<file path="src/rtl/ddr3_arb_pkg.sv">
// Shared types for the DDR3 request arbiter: command, FSM state and owner encodings,
// plus the default tREFI period in pclk cycles.
package ddr3_arb_pkg;

  localparam int DEF_REFRESH_CYCLES = 614;

  typedef enum logic [1:0] {CMD_NONE, CMD_RD, CMD_WR, CMD_REF} cmd_t;
  typedef enum logic [1:0] {ST_IDLE, ST_ISSUE, ST_BLANK, ST_WAIT} state_t;
  typedef enum logic [1:0] {OWN_P0, OWN_P1, OWN_REF} owner_t;

endpackage

</file>
<file path="src/rtl/ddr3_req_arbiter_if.sv">
// Bus bundle between the two user requesters, the arbiter and ddr3_controller.
// slave = arbiter view, master = requesters plus controller view.
interface ddr3_req_arbiter_if #(
  parameter int ADDR_W = 26
);
  logic              init_done;
  logic              p0_req, p0_we, p0_ack, p0_rvalid;
  logic [ADDR_W-1:0] p0_addr;
  logic [15:0]       p0_wdata, p0_rdata;
  logic              p1_req, p1_we, p1_ack, p1_rvalid;
  logic [ADDR_W-1:0] p1_addr;
  logic [15:0]       p1_wdata, p1_rdata;
  logic              ctrl_rd, ctrl_wr, ctrl_refresh;
  logic [ADDR_W-1:0] ctrl_addr;
  logic [15:0]       ctrl_din, ctrl_dout;
  logic              ctrl_busy, ctrl_data_ready;
  logic              refresh_overrun;
  logic [23:0]       stat_refresh, stat_p0, stat_p1;

  modport slave (
    input  init_done,
    input  p0_req, p0_we, p0_addr, p0_wdata,
    output p0_ack, p0_rvalid, p0_rdata,
    input  p1_req, p1_we, p1_addr, p1_wdata,
    output p1_ack, p1_rvalid, p1_rdata,
    output ctrl_rd, ctrl_wr, ctrl_refresh, ctrl_addr, ctrl_din,
    input  ctrl_busy, ctrl_data_ready, ctrl_dout,
    output refresh_overrun, stat_refresh, stat_p0, stat_p1
  );

  modport master (
    output init_done,
    output p0_req, p0_we, p0_addr, p0_wdata,
    input  p0_ack, p0_rvalid, p0_rdata,
    output p1_req, p1_we, p1_addr, p1_wdata,
    input  p1_ack, p1_rvalid, p1_rdata,
    input  ctrl_rd, ctrl_wr, ctrl_refresh, ctrl_addr, ctrl_din,
    output ctrl_busy, ctrl_data_ready, ctrl_dout,
    input  refresh_overrun, stat_refresh, stat_p0, stat_p1
  );
endinterface

</file>
<file path="src/rtl/ddr3_refresh_sched.sv">
// tREFI refresh scheduler: interval timer, saturating pending-refresh counter and
// sticky overrun flag once the JEDEC postpone limit is reached.
module ddr3_refresh_sched
  import ddr3_arb_pkg::*;
#(
  parameter int REFRESH_CYCLES = DEF_REFRESH_CYCLES,
  parameter int URGENT_PENDING = 4,
  parameter int MAX_PENDING    = 8
) (
  input  logic pclk,
  input  logic resetn,
  input  logic init_done,
  input  logic issued,
  output logic urgent,
  output logic any,
  output logic overrun
);
  localparam int TW = $clog2(REFRESH_CYCLES);
  localparam int PW = $clog2(MAX_PENDING + 1);

  logic [TW-1:0] timer;
  logic [PW-1:0] pending, pending_nxt;
  logic          tick;

  assign tick = init_done && (timer == TW'(REFRESH_CYCLES - 1));

  // A tick and an issue in the same cycle cancel out, even at saturation.
  always_comb begin
    pending_nxt = pending;
    if (tick && !issued && pending != PW'(MAX_PENDING))
      pending_nxt = pending + PW'(1);
    else if (issued && !tick && pending != '0)
      pending_nxt = pending - PW'(1);
  end

  always_ff @(posedge pclk or negedge resetn) begin
    if (!resetn) begin
      timer   <= '0;
      pending <= '0;
      overrun <= 1'b0;
    end else begin
      if (init_done) timer <= tick ? '0 : timer + TW'(1);
      pending <= pending_nxt;
      if (pending_nxt == PW'(MAX_PENDING)) overrun <= 1'b1;
    end
  end

  assign urgent = (pending >= PW'(URGENT_PENDING));
  assign any    = (pending != '0);

endmodule

</file>
<file path="src/rtl/ddr3_req_arbiter.sv">
// Round-robin arbiter for two single-word user ports plus tREFI refresh in front of
// ddr3_controller. Define DDR3_ARB_STATS_EN to build the 24-bit event counters.
module ddr3_req_arbiter
  import ddr3_arb_pkg::*;
#(
  parameter int REFRESH_CYCLES = DEF_REFRESH_CYCLES,
  parameter int URGENT_PENDING = 4,
  parameter int MAX_PENDING    = 8,
  parameter int ADDR_W         = 26
) (
  input  logic               pclk,
  input  logic               resetn,
  ddr3_req_arbiter_if.slave  bus
);
  state_t            state;
  owner_t            owner;
  cmd_t              cmd;
  logic              rr;        // 0: port 0 has priority on a tie, 1: port 1
  logic              rd_seen;
  logic              rd_q, wr_q, ref_q, ack0_q, ack1_q, rv0_q, rv1_q;
  logic [ADDR_W-1:0] addr_q;
  logic [15:0]       din_q, rdata0_q, rdata1_q;
  logic              ref_urgent, ref_any;
  logic              user_req, grant_p1, sel_we;
  logic [ADDR_W-1:0] sel_addr;
  logic [15:0]       sel_wdata;

  ddr3_refresh_sched #(
    .REFRESH_CYCLES (REFRESH_CYCLES),
    .URGENT_PENDING (URGENT_PENDING),
    .MAX_PENDING    (MAX_PENDING)
  ) u_sched (
    .pclk      (pclk),
    .resetn    (resetn),
    .init_done (bus.init_done),
    .issued    (ref_q),
    .urgent    (ref_urgent),
    .any       (ref_any),
    .overrun   (bus.refresh_overrun)
  );

  assign user_req  = bus.p0_req || bus.p1_req;
  assign grant_p1  = bus.p1_req && (!bus.p0_req || rr);
  assign sel_we    = grant_p1 ? bus.p1_we    : bus.p0_we;
  assign sel_addr  = grant_p1 ? bus.p1_addr  : bus.p0_addr;
  assign sel_wdata = grant_p1 ? bus.p1_wdata : bus.p0_wdata;

  always_ff @(posedge pclk or negedge resetn) begin
    if (!resetn) begin
      state    <= ST_IDLE;
      owner    <= OWN_P0;
      cmd      <= CMD_NONE;
      rr       <= 1'b0;
      rd_seen  <= 1'b0;
      rd_q     <= 1'b0;
      wr_q     <= 1'b0;
      ref_q    <= 1'b0;
      ack0_q   <= 1'b0;
      ack1_q   <= 1'b0;
      rv0_q    <= 1'b0;
      rv1_q    <= 1'b0;
      addr_q   <= '0;
      din_q    <= '0;
      rdata0_q <= '0;
      rdata1_q <= '0;
    end else begin
      rd_q   <= 1'b0;
      wr_q   <= 1'b0;
      ref_q  <= 1'b0;
      ack0_q <= 1'b0;
      ack1_q <= 1'b0;
      rv0_q  <= 1'b0;
      rv1_q  <= 1'b0;
      unique case (state)
        ST_IDLE: begin
          if (bus.init_done && !bus.ctrl_busy) begin
            if (ref_urgent || (!user_req && ref_any)) begin
              ref_q  <= 1'b1;
              cmd    <= CMD_REF;
              owner  <= OWN_REF;
              addr_q <= '0;
              din_q  <= '0;
              state  <= ST_ISSUE;
            end else if (user_req) begin
              rd_q    <= !sel_we;
              wr_q    <= sel_we;
              cmd     <= sel_we ? CMD_WR : CMD_RD;
              owner   <= grant_p1 ? OWN_P1 : OWN_P0;
              ack0_q  <= !grant_p1;
              ack1_q  <= grant_p1;
              rr      <= !grant_p1;
              rd_seen <= 1'b0;
              addr_q  <= sel_addr;
              din_q   <= sel_wdata;
              state   <= ST_ISSUE;
            end
          end
        end
        ST_ISSUE: state <= ST_BLANK;
        // Controller raises busy one cycle late, so it is not trusted here.
        ST_BLANK: state <= ST_WAIT;
        ST_WAIT: begin
          if (!bus.ctrl_busy && (cmd != CMD_RD || rd_seen || bus.ctrl_data_ready)) begin
            state <= ST_IDLE;
            cmd   <= CMD_NONE;
          end
        end
      endcase

      // Only the first strobe of an outstanding read is returned; anything else is stray.
      if (cmd == CMD_RD && !rd_seen && bus.ctrl_data_ready && state != ST_IDLE) begin
        rd_seen <= 1'b1;
        if (owner == OWN_P1) begin
          rdata1_q <= bus.ctrl_dout;
          rv1_q    <= 1'b1;
        end else begin
          rdata0_q <= bus.ctrl_dout;
          rv0_q    <= 1'b1;
        end
      end
    end
  end

  assign bus.ctrl_rd      = rd_q;
  assign bus.ctrl_wr      = wr_q;
  assign bus.ctrl_refresh = ref_q;
  assign bus.ctrl_addr    = addr_q;
  assign bus.ctrl_din     = din_q;
  assign bus.p0_ack       = ack0_q;
  assign bus.p1_ack       = ack1_q;
  assign bus.p0_rvalid    = rv0_q;
  assign bus.p1_rvalid    = rv1_q;
  assign bus.p0_rdata     = rdata0_q;
  assign bus.p1_rdata     = rdata1_q;

`ifdef DDR3_ARB_STATS_EN
  logic [23:0] cnt_ref, cnt_p0, cnt_p1;

  always_ff @(posedge pclk or negedge resetn) begin
    if (!resetn) begin
      cnt_ref <= '0;
      cnt_p0  <= '0;
      cnt_p1  <= '0;
    end else begin
      if (ref_q)  cnt_ref <= cnt_ref + 24'd1;
      if (ack0_q) cnt_p0  <= cnt_p0 + 24'd1;
      if (ack1_q) cnt_p1  <= cnt_p1 + 24'd1;
    end
  end

  assign bus.stat_refresh = cnt_ref;
  assign bus.stat_p0      = cnt_p0;
  assign bus.stat_p1      = cnt_p1;
`else
  assign bus.stat_refresh = '0;
  assign bus.stat_p0      = '0;
  assign bus.stat_p1      = '0;
`endif

endmodule

</file>
<file path="src/flat_wrapper.sv">
// flat-port wrapper written by rule: the top's interface ports become plain ports
module ddr3_req_arbiter_flat import ddr3_arb_pkg::*;
#(
  parameter int REFRESH_CYCLES = DEF_REFRESH_CYCLES,
  parameter int URGENT_PENDING = 4,
  parameter int MAX_PENDING    = 8,
  parameter int ADDR_W         = 26
)
  (pclk, resetn, bus_init_done, bus_p0_req, bus_p0_we, bus_p0_addr, bus_p0_wdata, bus_p0_ack, bus_p0_rvalid, bus_p0_rdata, bus_p1_req, bus_p1_we, bus_p1_addr, bus_p1_wdata, bus_p1_ack, bus_p1_rvalid, bus_p1_rdata, bus_ctrl_rd, bus_ctrl_wr, bus_ctrl_refresh, bus_ctrl_addr, bus_ctrl_din, bus_ctrl_busy, bus_ctrl_data_ready, bus_ctrl_dout, bus_refresh_overrun, bus_stat_refresh, bus_stat_p0, bus_stat_p1);
  ddr3_req_arbiter_if #(.ADDR_W(ADDR_W)) bus_i ();
  input  logic pclk;
  input  logic resetn;
  input wire logic [$bits(bus_i.init_done)-1:0] bus_init_done;
  input wire logic [$bits(bus_i.p0_req)-1:0] bus_p0_req;
  input wire logic [$bits(bus_i.p0_we)-1:0] bus_p0_we;
  input wire logic [$bits(bus_i.p0_addr)-1:0] bus_p0_addr;
  input wire logic [$bits(bus_i.p0_wdata)-1:0] bus_p0_wdata;
  output wire logic [$bits(bus_i.p0_ack)-1:0] bus_p0_ack;
  output wire logic [$bits(bus_i.p0_rvalid)-1:0] bus_p0_rvalid;
  output wire logic [$bits(bus_i.p0_rdata)-1:0] bus_p0_rdata;
  input wire logic [$bits(bus_i.p1_req)-1:0] bus_p1_req;
  input wire logic [$bits(bus_i.p1_we)-1:0] bus_p1_we;
  input wire logic [$bits(bus_i.p1_addr)-1:0] bus_p1_addr;
  input wire logic [$bits(bus_i.p1_wdata)-1:0] bus_p1_wdata;
  output wire logic [$bits(bus_i.p1_ack)-1:0] bus_p1_ack;
  output wire logic [$bits(bus_i.p1_rvalid)-1:0] bus_p1_rvalid;
  output wire logic [$bits(bus_i.p1_rdata)-1:0] bus_p1_rdata;
  output wire logic [$bits(bus_i.ctrl_rd)-1:0] bus_ctrl_rd;
  output wire logic [$bits(bus_i.ctrl_wr)-1:0] bus_ctrl_wr;
  output wire logic [$bits(bus_i.ctrl_refresh)-1:0] bus_ctrl_refresh;
  output wire logic [$bits(bus_i.ctrl_addr)-1:0] bus_ctrl_addr;
  output wire logic [$bits(bus_i.ctrl_din)-1:0] bus_ctrl_din;
  input wire logic [$bits(bus_i.ctrl_busy)-1:0] bus_ctrl_busy;
  input wire logic [$bits(bus_i.ctrl_data_ready)-1:0] bus_ctrl_data_ready;
  input wire logic [$bits(bus_i.ctrl_dout)-1:0] bus_ctrl_dout;
  output wire logic [$bits(bus_i.refresh_overrun)-1:0] bus_refresh_overrun;
  output wire logic [$bits(bus_i.stat_refresh)-1:0] bus_stat_refresh;
  output wire logic [$bits(bus_i.stat_p0)-1:0] bus_stat_p0;
  output wire logic [$bits(bus_i.stat_p1)-1:0] bus_stat_p1;
  assign bus_i.init_done = bus_init_done;
  assign bus_i.p0_req = bus_p0_req;
  assign bus_i.p0_we = bus_p0_we;
  assign bus_i.p0_addr = bus_p0_addr;
  assign bus_i.p0_wdata = bus_p0_wdata;
  assign bus_p0_ack = bus_i.p0_ack;
  assign bus_p0_rvalid = bus_i.p0_rvalid;
  assign bus_p0_rdata = bus_i.p0_rdata;
  assign bus_i.p1_req = bus_p1_req;
  assign bus_i.p1_we = bus_p1_we;
  assign bus_i.p1_addr = bus_p1_addr;
  assign bus_i.p1_wdata = bus_p1_wdata;
  assign bus_p1_ack = bus_i.p1_ack;
  assign bus_p1_rvalid = bus_i.p1_rvalid;
  assign bus_p1_rdata = bus_i.p1_rdata;
  assign bus_ctrl_rd = bus_i.ctrl_rd;
  assign bus_ctrl_wr = bus_i.ctrl_wr;
  assign bus_ctrl_refresh = bus_i.ctrl_refresh;
  assign bus_ctrl_addr = bus_i.ctrl_addr;
  assign bus_ctrl_din = bus_i.ctrl_din;
  assign bus_i.ctrl_busy = bus_ctrl_busy;
  assign bus_i.ctrl_data_ready = bus_ctrl_data_ready;
  assign bus_i.ctrl_dout = bus_ctrl_dout;
  assign bus_refresh_overrun = bus_i.refresh_overrun;
  assign bus_stat_refresh = bus_i.stat_refresh;
  assign bus_stat_p0 = bus_i.stat_p0;
  assign bus_stat_p1 = bus_i.stat_p1;
  ddr3_req_arbiter #(.REFRESH_CYCLES(REFRESH_CYCLES), .URGENT_PENDING(URGENT_PENDING), .MAX_PENDING(MAX_PENDING), .ADDR_W(ADDR_W)) u_core (.pclk(pclk), .resetn(resetn), .bus(bus_i));
endmodule
</file>
<file path="config.mk">
export PLATFORM = sky130hd
export DESIGN_NAME = ddr3_req_arbiter_flat
export DESIGN_NICKNAME = d
export VERILOG_FILES = /design/src/rtl/ddr3_arb_pkg.sv /design/src/rtl/ddr3_req_arbiter_if.sv /design/src/rtl/ddr3_refresh_sched.sv /design/src/rtl/ddr3_req_arbiter.sv /design/src/flat_wrapper.sv
export SDC_FILE = /design/constraint.sdc
export NUM_CORES = 1
export LEC_CHECK = 0
export BUFFER_PORTS_ARGS = -buffer_cell sky130_fd_sc_hd__buf_2
export CAP_MARGIN = 20
export CORE_AREA = 2 2 116 118
export DETAILED_ROUTE_END_ITERATION = 6
export DIE_AREA = 0 0 118 120
export PLACE_DENSITY = 0.76
export SETUP_SLACK_MARGIN = 0.15
export SYNTH_ARGS = -nofsm -noshare
export SYNTH_HDL_FRONTEND = slang
export SYNTH_HIERARCHICAL = 1
export SYNTH_SLANG_ARGS = --single-unit
export TNS_END_PERCENT = 30
</file>
<file path="constraint.sdc">
create_clock -name pclk -period 2.1 [get_ports pclk]
set_input_delay 0.105 -clock pclk [delete_from_list [all_inputs] [get_ports pclk]]
set_output_delay 0.105 -clock pclk [all_outputs]
set_load 0.05 [all_outputs]
</file>
# ---- Word-level counts from Yosys, hierarchy flattened
# Cells that the tools add are included.
dict set report op_classes {
  n_mux 51
  order_cmp 1
  eq_ne 13
  bitwise_logic 2
  n_reduce_logical 40
  add_sub_neg 3
}
# op count
set op_table {}
lappend op_table {{2-to-1 mux 26 bit} 3}
lappend op_table {{2-to-1 mux 16 bit} 3}
lappend op_table {{2-to-1 mux 1 bit} 30}
lappend op_table {{2-to-1 mux 2 bit} 10}
lappend op_table {{logical AND 1 bit} 12}
lappend op_table {{AND reduction 4 bit} 3}
lappend op_table {{nonzero test 2 bit} 6}
lappend op_table {{adder 10 x 1 -> 10 bit, second input constant} 1}
lappend op_table {{equality test 10 bit, second input constant} 1}
lappend op_table {{2-to-1 mux 10 bit} 1}
lappend op_table {{logical NOT 1 bit} 8}
lappend op_table {{2-to-1 mux 4 bit} 2}
lappend op_table {{one-hot mux 2 bit (4 select lines)} 1}
lappend op_table {{equality test 2 x 1 -> 1 bit, second input constant} 3}
lappend op_table {{inequality test 2 x 1 -> 1 bit, second input constant} 3}
lappend op_table {{AND reduction 3 bit} 2}
lappend op_table {{logical OR 1 bit} 5}
lappend op_table {{adder 4 x 1 -> 4 bit, second input constant} 1}
lappend op_table {{equality test 2 bit, second input constant} 2}
lappend op_table {{equality test 4 bit, second input constant} 1}
lappend op_table {{>= comparator 4 x 3 -> 1 bit, second input constant} 1}
lappend op_table {{inequality test 4 bit, second input constant} 1}
lappend op_table {{one-hot mux 2 bit (2 select lines)} 1}
lappend op_table {{AND reduction 2 bit} 2}
lappend op_table {{other kinds (6)} 7}
dict set report word_totals {
  inputBits 109
  output_inout_bits 154
  register_bits 104
  wordCells 129
}

# ---- Depth between registers and ports, before layout
# Gate-level depths: netlist (run 1).
dict set report logic_depth {
  word_depth 9
  mapped_depth 9
  depth_no_buf 8
}

# ---- Hierarchy
# The synthesis (run 1) kept the hierarchy.
# module seq_area_each_um2 area_each_um2 cells_each instances
set modules_own_cells {}
lappend modules_own_cells {ddr3_req_arbiter 2227.1 4424.2 384 1}
lappend modules_own_cells {ddr3_refresh_sched 375.4 890.9 87 1}

# ---- Least setup slack after synthesis (run 1)
# No wires, ideal clock.
dict set report synth_path {
  path_kind {flip-flop to flip-flop}
  start {register u_core.u_sched.timer[1]}
  end {register u_core.u_sched.overrun}
  path_slack_ns -0.003
  setup_ns 0.096
  arrival_time_ns 2.007
  t_required_ns 2.004
  stages_incl_launch_ff 10
  n_path_buf 1
  period_less_slack_ns 2.103
  path_cell_list {dfrtp_1 inv_1 ha_1 and4bb_1 nand4_4 and3_4 buf_6 a21oi_1 mux2_2 nor4_2}
}
dict set report synth_via {
  elab_chain_cells 8
  word_cells_on_any_way 10
  cone_classes {eq/ne (2); mux (2); reduce/logical (6)}
}
# element line
set synth_lines {}
lappend synth_lines {{start: declaration} ddr3_refresh_sched.sv:21} ;# logic [TW-1:0] timer;
lappend synth_lines {{start signal: assignment} ddr3_refresh_sched.sv:42} ;# if (init_done) timer <= tick ? '0 : timer + TW'(1);
lappend synth_lines {{equality test 10 bit *} ddr3_refresh_sched.sv:25} ;# assign tick = init_done && (timer == TW'(REFRESH_CYCLES - 1));
lappend synth_lines {{logical AND 1 bit *} ddr3_refresh_sched.sv:25}
lappend synth_lines {{logical NOT 1 bit} ddr3_refresh_sched.sv:32} ;# else if (issued && !tick && pending != '0)
lappend synth_lines {{logical AND 1 bit (2 in a row)} ddr3_refresh_sched.sv:32}
lappend synth_lines {{2-to-1 mux 4 bit} ddr3_refresh_sched.sv:32}
lappend synth_lines {{2-to-1 mux 4 bit *} ddr3_refresh_sched.sv:30} ;# if (tick && !issued && pending != PW'(MAX_PENDING))
lappend synth_lines {{equality test 4 bit *} ddr3_refresh_sched.sv:44} ;# if (pending_nxt == PW'(MAX_PENDING)) overrun <= 1'b1;
lappend synth_lines {{end signal: assignment} ddr3_refresh_sched.sv:40} ;# overrun <= 1'b0;
lappend synth_lines {{end signal: assignment} ddr3_refresh_sched.sv:44}
lappend synth_lines {{end: declaration} ddr3_refresh_sched.sv:16} ;# output logic overrun
# Mark *: on every way between the ends. The rest lies on a longest branch, timed or not.
# A chain may end at the register's enable or synchronous reset.

# ---- Final worst setup path (run 1)
# Same ends and word-level chain as after synthesis.

==> results of run 1 <==
-- cell families (layout without fill, tap and decap cells) --
group	after synthesis	count (layout)	share of synthesized area, %
compound gates	63	63	8.05
simple gates	101	102	9.79
fa+ha+maj	7	7	1.65
xor+xnor	12	12	1.98
other cells	1	72	0.0706
flops	104	104	49.0
buf+inv	104	244	13.8
mux	79	79	15.7
-- state kept, by name, indices dropped and copies added, names as in the netlist --
register	count
u_core/owner	2
u_core/bus.ctrl_refresh	1
u_core/u_sched/timer	10
u_core/bus.p0_rdata	16
u_core/u_sched/overrun	1
u_core/bus.p0_ack	1
u_core/bus.ctrl_addr	26
u_core/bus.ctrl_din	16
u_core/bus.p0_rvalid	1
u_core/rd_seen	1
u_core/bus.p1_ack	1
u_core/bus.ctrl_rd	1
u_core/cmd	2
u_core/u_sched/pending	4
u_core/rr	1
u_core/bus.ctrl_wr	1
u_core/state	2
u_core/bus.p1_rdata	16
u_core/bus.p1_rvalid	1
-- cell usage in the layout (no fill, tap or decap), drive strengths merged, types with 2 or more instances in the layout --
master	instances
clkbuf	10
ha	7
a21oi	2
nand3	3
o21ai	49
conb	72
nand2b	2
xor2	3
nand2	49
and4bb	2
dlygate4sd3	13
buf	204
a21o	4
nor2b	2
nor2	23
inv	14
nand3b	2
xnor2	9
nor3	3
nand4	5
a211o	2
mux2i	43
clkinv	2
mux2	36
dfrtp	104
or3	2
nor4	3
-- layout make-up --
class | count | area (um2) | area share [%]
clock buffer | 10 | 239 | 3.55
multi-input combinational | 335 | 2330 | 34.6
sequential | 104 | 2610 | 38.7
inverter | 11 | 41.3 | 0.614
clock inverter | 6 | 50.0 | 0.744
tap | 176 | 220 | 3.27
timing repair buffer | 217 | 1240 | 18.5
-- cells in the mapped netlist, types with 3 or more instances --
cell | count | area, um2
clkbuf_1 | 4 | 15.0
nor2_1 | 23 | 86.3
mux2i_1 | 43 | 430
buf_4 | 77 | 578
buf_2 | 6 | 30.0
a21o_1 | 4 | 30.0
nand2_1 | 49 | 184
o21ai_1 | 4 | 20.0
ha_1 | 7 | 87.6
nor3_1 | 3 | 15.0
mux2_2 | 35 | 394
nand3_1 | 3 | 15.0
dfrtp_1 | 104 | 2600
xor2_1 | 3 | 26.3
inv_1 | 11 | 41.3
buf_6 | 6 | 67.6
o21ai_0 | 28 | 140
o21ai_2 | 17 | 149
nand4_1 | 4 | 25.0
xnor2_1 | 9 | 78.8
-- per-layer routing --
| layer | up-vias | GRT usage [%] | part of all wire [%] |
|---|---|---|---|
| met5 | - | 0 | 0 |
| met4 | 0 | 7.76 | 2.3 |
| met3 | 19 | 3.42 | 5.9 |
| met2 | 155 | 29.4 | 53 |
| met1 | 1877 | 19.2 | 38 |
| li1 | 1879 | - | - |
-- metrics by stage --
step	hold WS [ps]	power [mW]	util (%)	instances	setup slack [ps]
floorplan	-191	7.18	-	542	155
global placement	59.9	8.18	47.9	825	131
detailed placement	59.9	8.28	47.9	825	60.1
CTS	1.14	9.96	51.4	855	109
global route	10.8	10.5	51.8	859	112
finish	9.74	9.94	51.8	859	151
-- worst register-to-register path, cell delays in order (launching register included) --
cell      delay [ps]
dfrtp_1          400
inv_1             60
ha_1             120
and4bb_1         250
nand4_4          160
and3_4           250
mux2_2           270
a221oi_2         250
nor4_2            80
-- power groups by stage --
stage               clock network (mW)  registers (mW)  logic, mW
finish                            1.61            3.29       5.04
detailed placement                   0            3.32       4.96
global placement                     0            3.29       4.89
global route                      1.74            3.40       5.34
floorplan                            0            5.42       1.76
CTS                               1.67            3.29       4.99
-- final timing paths --
kind / cells after the start / slack [ps] / from / to
setup / recovery: 8 / 150 / u_core/u_sched/timer[1] / u_core/u_sched/overrun
hold / removal: 2 / 10 / bus_ctrl_dout[12] / u_core/bus.p0_rdata[12]
setup reg to reg: 8 / 150 / u_core/u_sched/timer[1] / u_core/u_sched/overrun
hold reg to reg: 2 / 470 / u_core/bus.ctrl_din[10] / u_core/bus.ctrl_din[10]
max in group asynchronous: 3 / 1240 / resetn / u_core/bus.ctrl_din[3]
min in group asynchronous: 2 / 230 / resetn / u_core/bus.ctrl_addr[0]
-- what timing repair did --
action,CTS,global route
pin swaps,1,5
endpoints found under the setup margin,2,52
hold buffers,13,0
endpoints found under the hold margin,46,0
cloned,0,1
resized for setup,3,8
buffers inserted,1,3
==> reports/qor.txt, run 1 <==
CP startpoint kind - flip-flop
Sequential Power Share - 33.1%
hold crit path type - input port to flip-flop
Post-Syn Instances - 471
Area Overhead vs Synth - 26.6%
RSZ-0062 raised after global routing - true
GRT overflow - 0
Num CTS Buffers - 9
site row count - 42
first-pass GRT wire length - 18800 um
Ports - 263
synthesized cell area - 0.00532 mm2
initial core utilization - 40.9%
DR vias/cell - 4.58
Final setup viols - 0
fillcell total - 1179
Clock Path Buffers - 2
largest net degree at the start of global routing - 49
Worst path top cell family by delay - simple AND/OR/NAND/NOR gates
part of the Yosys area used for sequential elements - 49.0%
Skew-Pair Late Insertion Delay - 340 ps
Die X - 118 um
Die Y - 120 um
flops & latches, synth - 104
crit-path max cell delay - 400 ps
clk sinks - 104
number of max-cap violations - 0
Clock power frac - 16.2%
crit-path cells - inv_1 > ha_1 > and4bb_1 > nand4_4 > and3_4 > mux2_2 > a221oi_2 > nor4_2
PwrDens - 1480 mW/mm2
Pint - 5.01 mW
Max FO, Critical Path - 5
worst setup path class - flip-flop to flip-flop
FMAX - 513 MHz
Synth Flop Type - dfrtp_1
DRT antenna net count - 0
asr flop ratio synth - 100%
Worst EP arrival - 2170 ps
Clock Skew - 9.83 ps
Synth cell types - 47
Sum Neg Setup Slack - 0 ps
final hold vios - 0
dpl hpwl - 8880 um
P_sw - 4.93 mW
CTS tree - yes
Post-route DRC - 0
vias in the first global route - 3793
total number of yosys warnings - 6
number of port buffers - 190
CP Data Required Time - 2320 ps
Tcrit/Tclk final - 92.8%
GPL Wtd Cong - 0.792
Avg Inst Size Synth - 11.3 um2
initial antenna violation count - 0
die area - 0.0142 mm2
# nets final - 794
Tmin final - 1950 ps
H-tree levels - 3
design area - 0.00673 mm2
wire per inst - 14.1 um
via count - 3930
crit end category - flip-flop
number of synthesized flops with an enable pin - 0
detailed-router iteration count before antenna repair - 5
GRT Total Usage - 16.6%
status - complete, no violations
DR iter-0 viols - 127
ANT cells - 0
peak supply drop - 0.537 mV
Buf+Inv Stages, Crit Path - 1
WL final - 12100 um
core area - 0.0130 mm2
Switching Fraction - 49.6%
leakage - 3.78 nW
Final Max Slew Viols - 0
slowest CP cell - dfrtp_1
Reg clk slew, reported paths - 70 ps
share of layout cells above drive strength 1 - 43.0%
power share of the combinational group - 50.7%
CTS root buffer - clkbuf_16
placed cell areas - 0.00622 mm2
Power figures use the tool's default switching activity.
==> run 2: changes to the inputs <==
--- a/config.mk
+++ b/config.mk
@@ -7,13 +7,12 @@
 export LEC_CHECK = 0
 export BUFFER_PORTS_ARGS = -buffer_cell sky130_fd_sc_hd__buf_2
 export CAP_MARGIN = 20
-export CORE_AREA = 2 2 116 118
+export CORE_AREA = 2 2 115 117
 export DETAILED_ROUTE_END_ITERATION = 6
-export DIE_AREA = 0 0 118 120
+export DIE_AREA = 0 0 117 119
 export PLACE_DENSITY = 0.76
 export SETUP_SLACK_MARGIN = 0.15
 export SYNTH_ARGS = -nofsm -noshare
 export SYNTH_HDL_FRONTEND = slang
-export SYNTH_HIERARCHICAL = 1
 export SYNTH_SLANG_ARGS = --single-unit
 export TNS_END_PERCENT = 30
==> run 2 against run 1 <==
First-iteration DRC count increased by 94%. Cell area decreased by 0.35%. Worst hold slack improved by 24 ps. Total power increased by 0.26%. Critical path depth unchanged. Critical endpoint is now u_core.cmd[0]. Area after synthesis decreased by 2.2%. Flip-flop and latch count unchanged. Global-route usage increased by 0.20 points. Sequential share of layout area increased by 0.10 points. Critical path type unchanged. Combinational power decreased by 4.6%. Routed wire length decreased by 2.3%. Sequential power decreased by 2%.
==> reports/qor.txt, run 2 <==
Pint - 5.20 mW
placed cell areas - 0.00614 mm2
Tcrit/Tclk final - 88.3%
Sum Neg Setup Slack - 0 ps
GRT Total Usage - 16.8%
top post-synthesis cells by area - dfrtp_1 50%, buf_4 11%, nand2_1 10%, mux2i_1 8.5%, o21ai_1 4.3%
number of synthesized flops with an enable pin - 0
number of max-cap violations - 0
GPL Wtd Cong - 0.773
Avg Inst Size Synth - 9.70 um2
Tightest Pin Transition - 531 ps
fillcell total - 1188
WL final - 11800 um
worst setup path class - flip-flop to flip-flop
site row count - 42
final core occ - 52.1%
Post-route DRC - 0
first-pass GRT wire length - 18400 um
biggest area consumer among synthesized cells - dfrtp_1
Clock Path Buffers - 2
largest net degree at the start of global routing - 45
GRT overflow - 0
H-tree levels - 3
DR vias/cell - 4.45
Clock Skew - 10.5 ps
status - complete, no violations
CP startpoint kind - flip-flop
total number of yosys warnings - 0
core area - 0.0129 mm2
vias in the first global route - 3880
Yosys top cell area share - 50.0%
Synth Flop Type - dfrtp_1
Synth cell types - 48
crit-path max cell delay - 390 ps
final hold vios - 0
Reg area - 0.00260 mm2
P_sw - 4.76 mW
PwrDens - 1490 mW/mm2
power share of the combinational group - 48.2%
Reg clk slew, reported paths - 70 ps
via count - 4123
initial core utilization - 40.4%
peak supply drop - 0.959 mV
FMAX - 539 MHz
Ports - 263
hold_ws - 34.0 ps
Die X - 117 um
count leader, synth - nand2_1
asr flop ratio synth - 100%
leakage - 3.84 nW
wire per inst - 12.7 um
# nets final - 861
flip-flop count of the largest register after layout - 26
Sequential Power Share - 32.2%
die area - 0.0139 mm2
Slew HR - 64.6%
number of port buffers - 190
Power, Total - 9.97 mW
Num CTS Buffers - 9
RSZ-0062 raised after global routing - true
CTS root buffer - clkbuf_16
Die Y - 119 um
Max FO, Critical Path - 5
synthesized cell area - 0.00520 mm2
part of the Yosys area used for sequential elements - 50.0%
hold crit path type - input port to flip-flop
DR iter-0 viols - 246
commonest non-fill, non-tap cells in the layout - 189 x buf_2, 143 x nand2_1, 103 x dfrtp_1, 72 x conb_1
Skew-Pair Late Insertion Delay - 350 ps
area of the multi-input gates - 0.00218 mm2
design area - 0.00670 mm2
most common cell after layout, fill and taps aside - buf_2
clk sinks - 104
flops & latches, synth - 104
Post-Syn Instances - 536
DRT antenna net count - 0
Tmin final - 1850 ps
crit end category - flip-flop
Worst EP arrival - 2080 ps
Switching Fraction - 47.8%
Area Overhead vs Synth - 28.9%
Final setup viols - 0
slowest CP cell - dfrtp_2
Clock power frac - 19.6%
share of layout cells above drive strength 1 - 31.9%
CP Data Required Time - 2320 ps
Commonest cells post-synth - 143 x nand2_1, 104 x dfrtp_1, 74 x buf_4
ANT cells - 0
dpl hpwl - 8650 um
initial antenna violation count - 0
crit-path cells - inv_1 > ha_1 > nor3b_2 > and2_1 > o21ai_1 > nand2_1 > nor2_2 > mux2_2
detailed-router iteration count before antenna repair - 4
CTS tree - yes
Final Max Slew Viols - 0
==> run 2: cell families (layout without fill, tap and decap cells) <==
group	after synthesis	after routing	share of synthesized area [%]
simple gates	196	196	16.5
buf+inv	107	250	13.7
flops	104	104	50.0
compound gates	62	62	6.79
mux	49	49	9.55
xor+xnor	10	10	1.68
fa+ha+maj	7	7	1.68
other cells	1	72	0.0721
==> run 2: power by group through the flow <==
stage	sequential (mW)	clock, mW	combinational [mW]
6_report	3.21	1.95	4.81
5_1_grt	3.31	2.10	5.16
4_1_cts	3.22	2.01	4.78
3_5_place_dp	3.24	0	4.76
3_3_place_gp	3.22	0	4.69
2_1_floorplan	5.32	0	1.60
==> run 2: path summary, 6_finish.rpt <==
kind | end | from | cells after the start | slack [ps]
max | u_core.cmd[0] | u_core.u_sched.pending[0] | 8 | 250
min | u_core.bus.ctrl_addr[10] | bus_p1_addr[10] | 3 | 30
max reg2reg | u_core.cmd[0] | u_core.u_sched.pending[0] | 8 | 250
min reg2reg | u_core.u_sched.overrun | u_core.u_sched.overrun | 2 | 470
max in group asynchronous | u_core.bus.ctrl_rd | resetn | 3 | 1050
min in group asynchronous | u_core.bus.ctrl_addr[6] | resetn | 2 | 280
==> run 2: repair_timing <==
item,4_1_cts,5_1_grt
gates resized for setup,0,5
setup endpoints to repair,0,25
endpoints found under the hold margin,70,0
hold buffers,17,0
setup buffers,0,3
==> run 2: stage by stage <==
stage	cells	setup slack, ps
2_1_floorplan	607	347
3_3_place_gp	890	251
3_5_place_dp	890	200
4_1_cts	923	181
5_1_grt	926	130
6_report	926	246
==> run 2: metal layers <==
| metal | track usage (%) | up-vias | part of all wire [%] | routed length (um) |
|---|---|---|---|---|
| met3 | 3.72 | 18 | 6.5 | 770 |
| met2 | 28.6 | 153 | 50 | 5950 |
| met1 | 20.8 | 1918 | 41 | 4890 |
| met5 | 0 | - | 0 | 0 |
| li1 | - | 2034 | - | - |
| met4 | 5.74 | 0 | 1.7 | 195 |
==> run 2: worst max-delay path, delay by kind of cell, from the launching register on <==
family	cells	cell delay, ps
simple gates	4	560
fa+ha+maj	1	240
buf+inv	1	80
compound gates	1	120
mux	1	350
flops	1	390
==> run 2: final cells by class <==
cell class              count  share of cell area [%]
repair buffers            222                    19.4
clock inverters             6                    1.72
flip-flops and latches    104                    38.8
well taps                 176                    3.29
multi-input cells         396                    32.5
clock buffers              10                    3.57
inverters                  12                   0.672
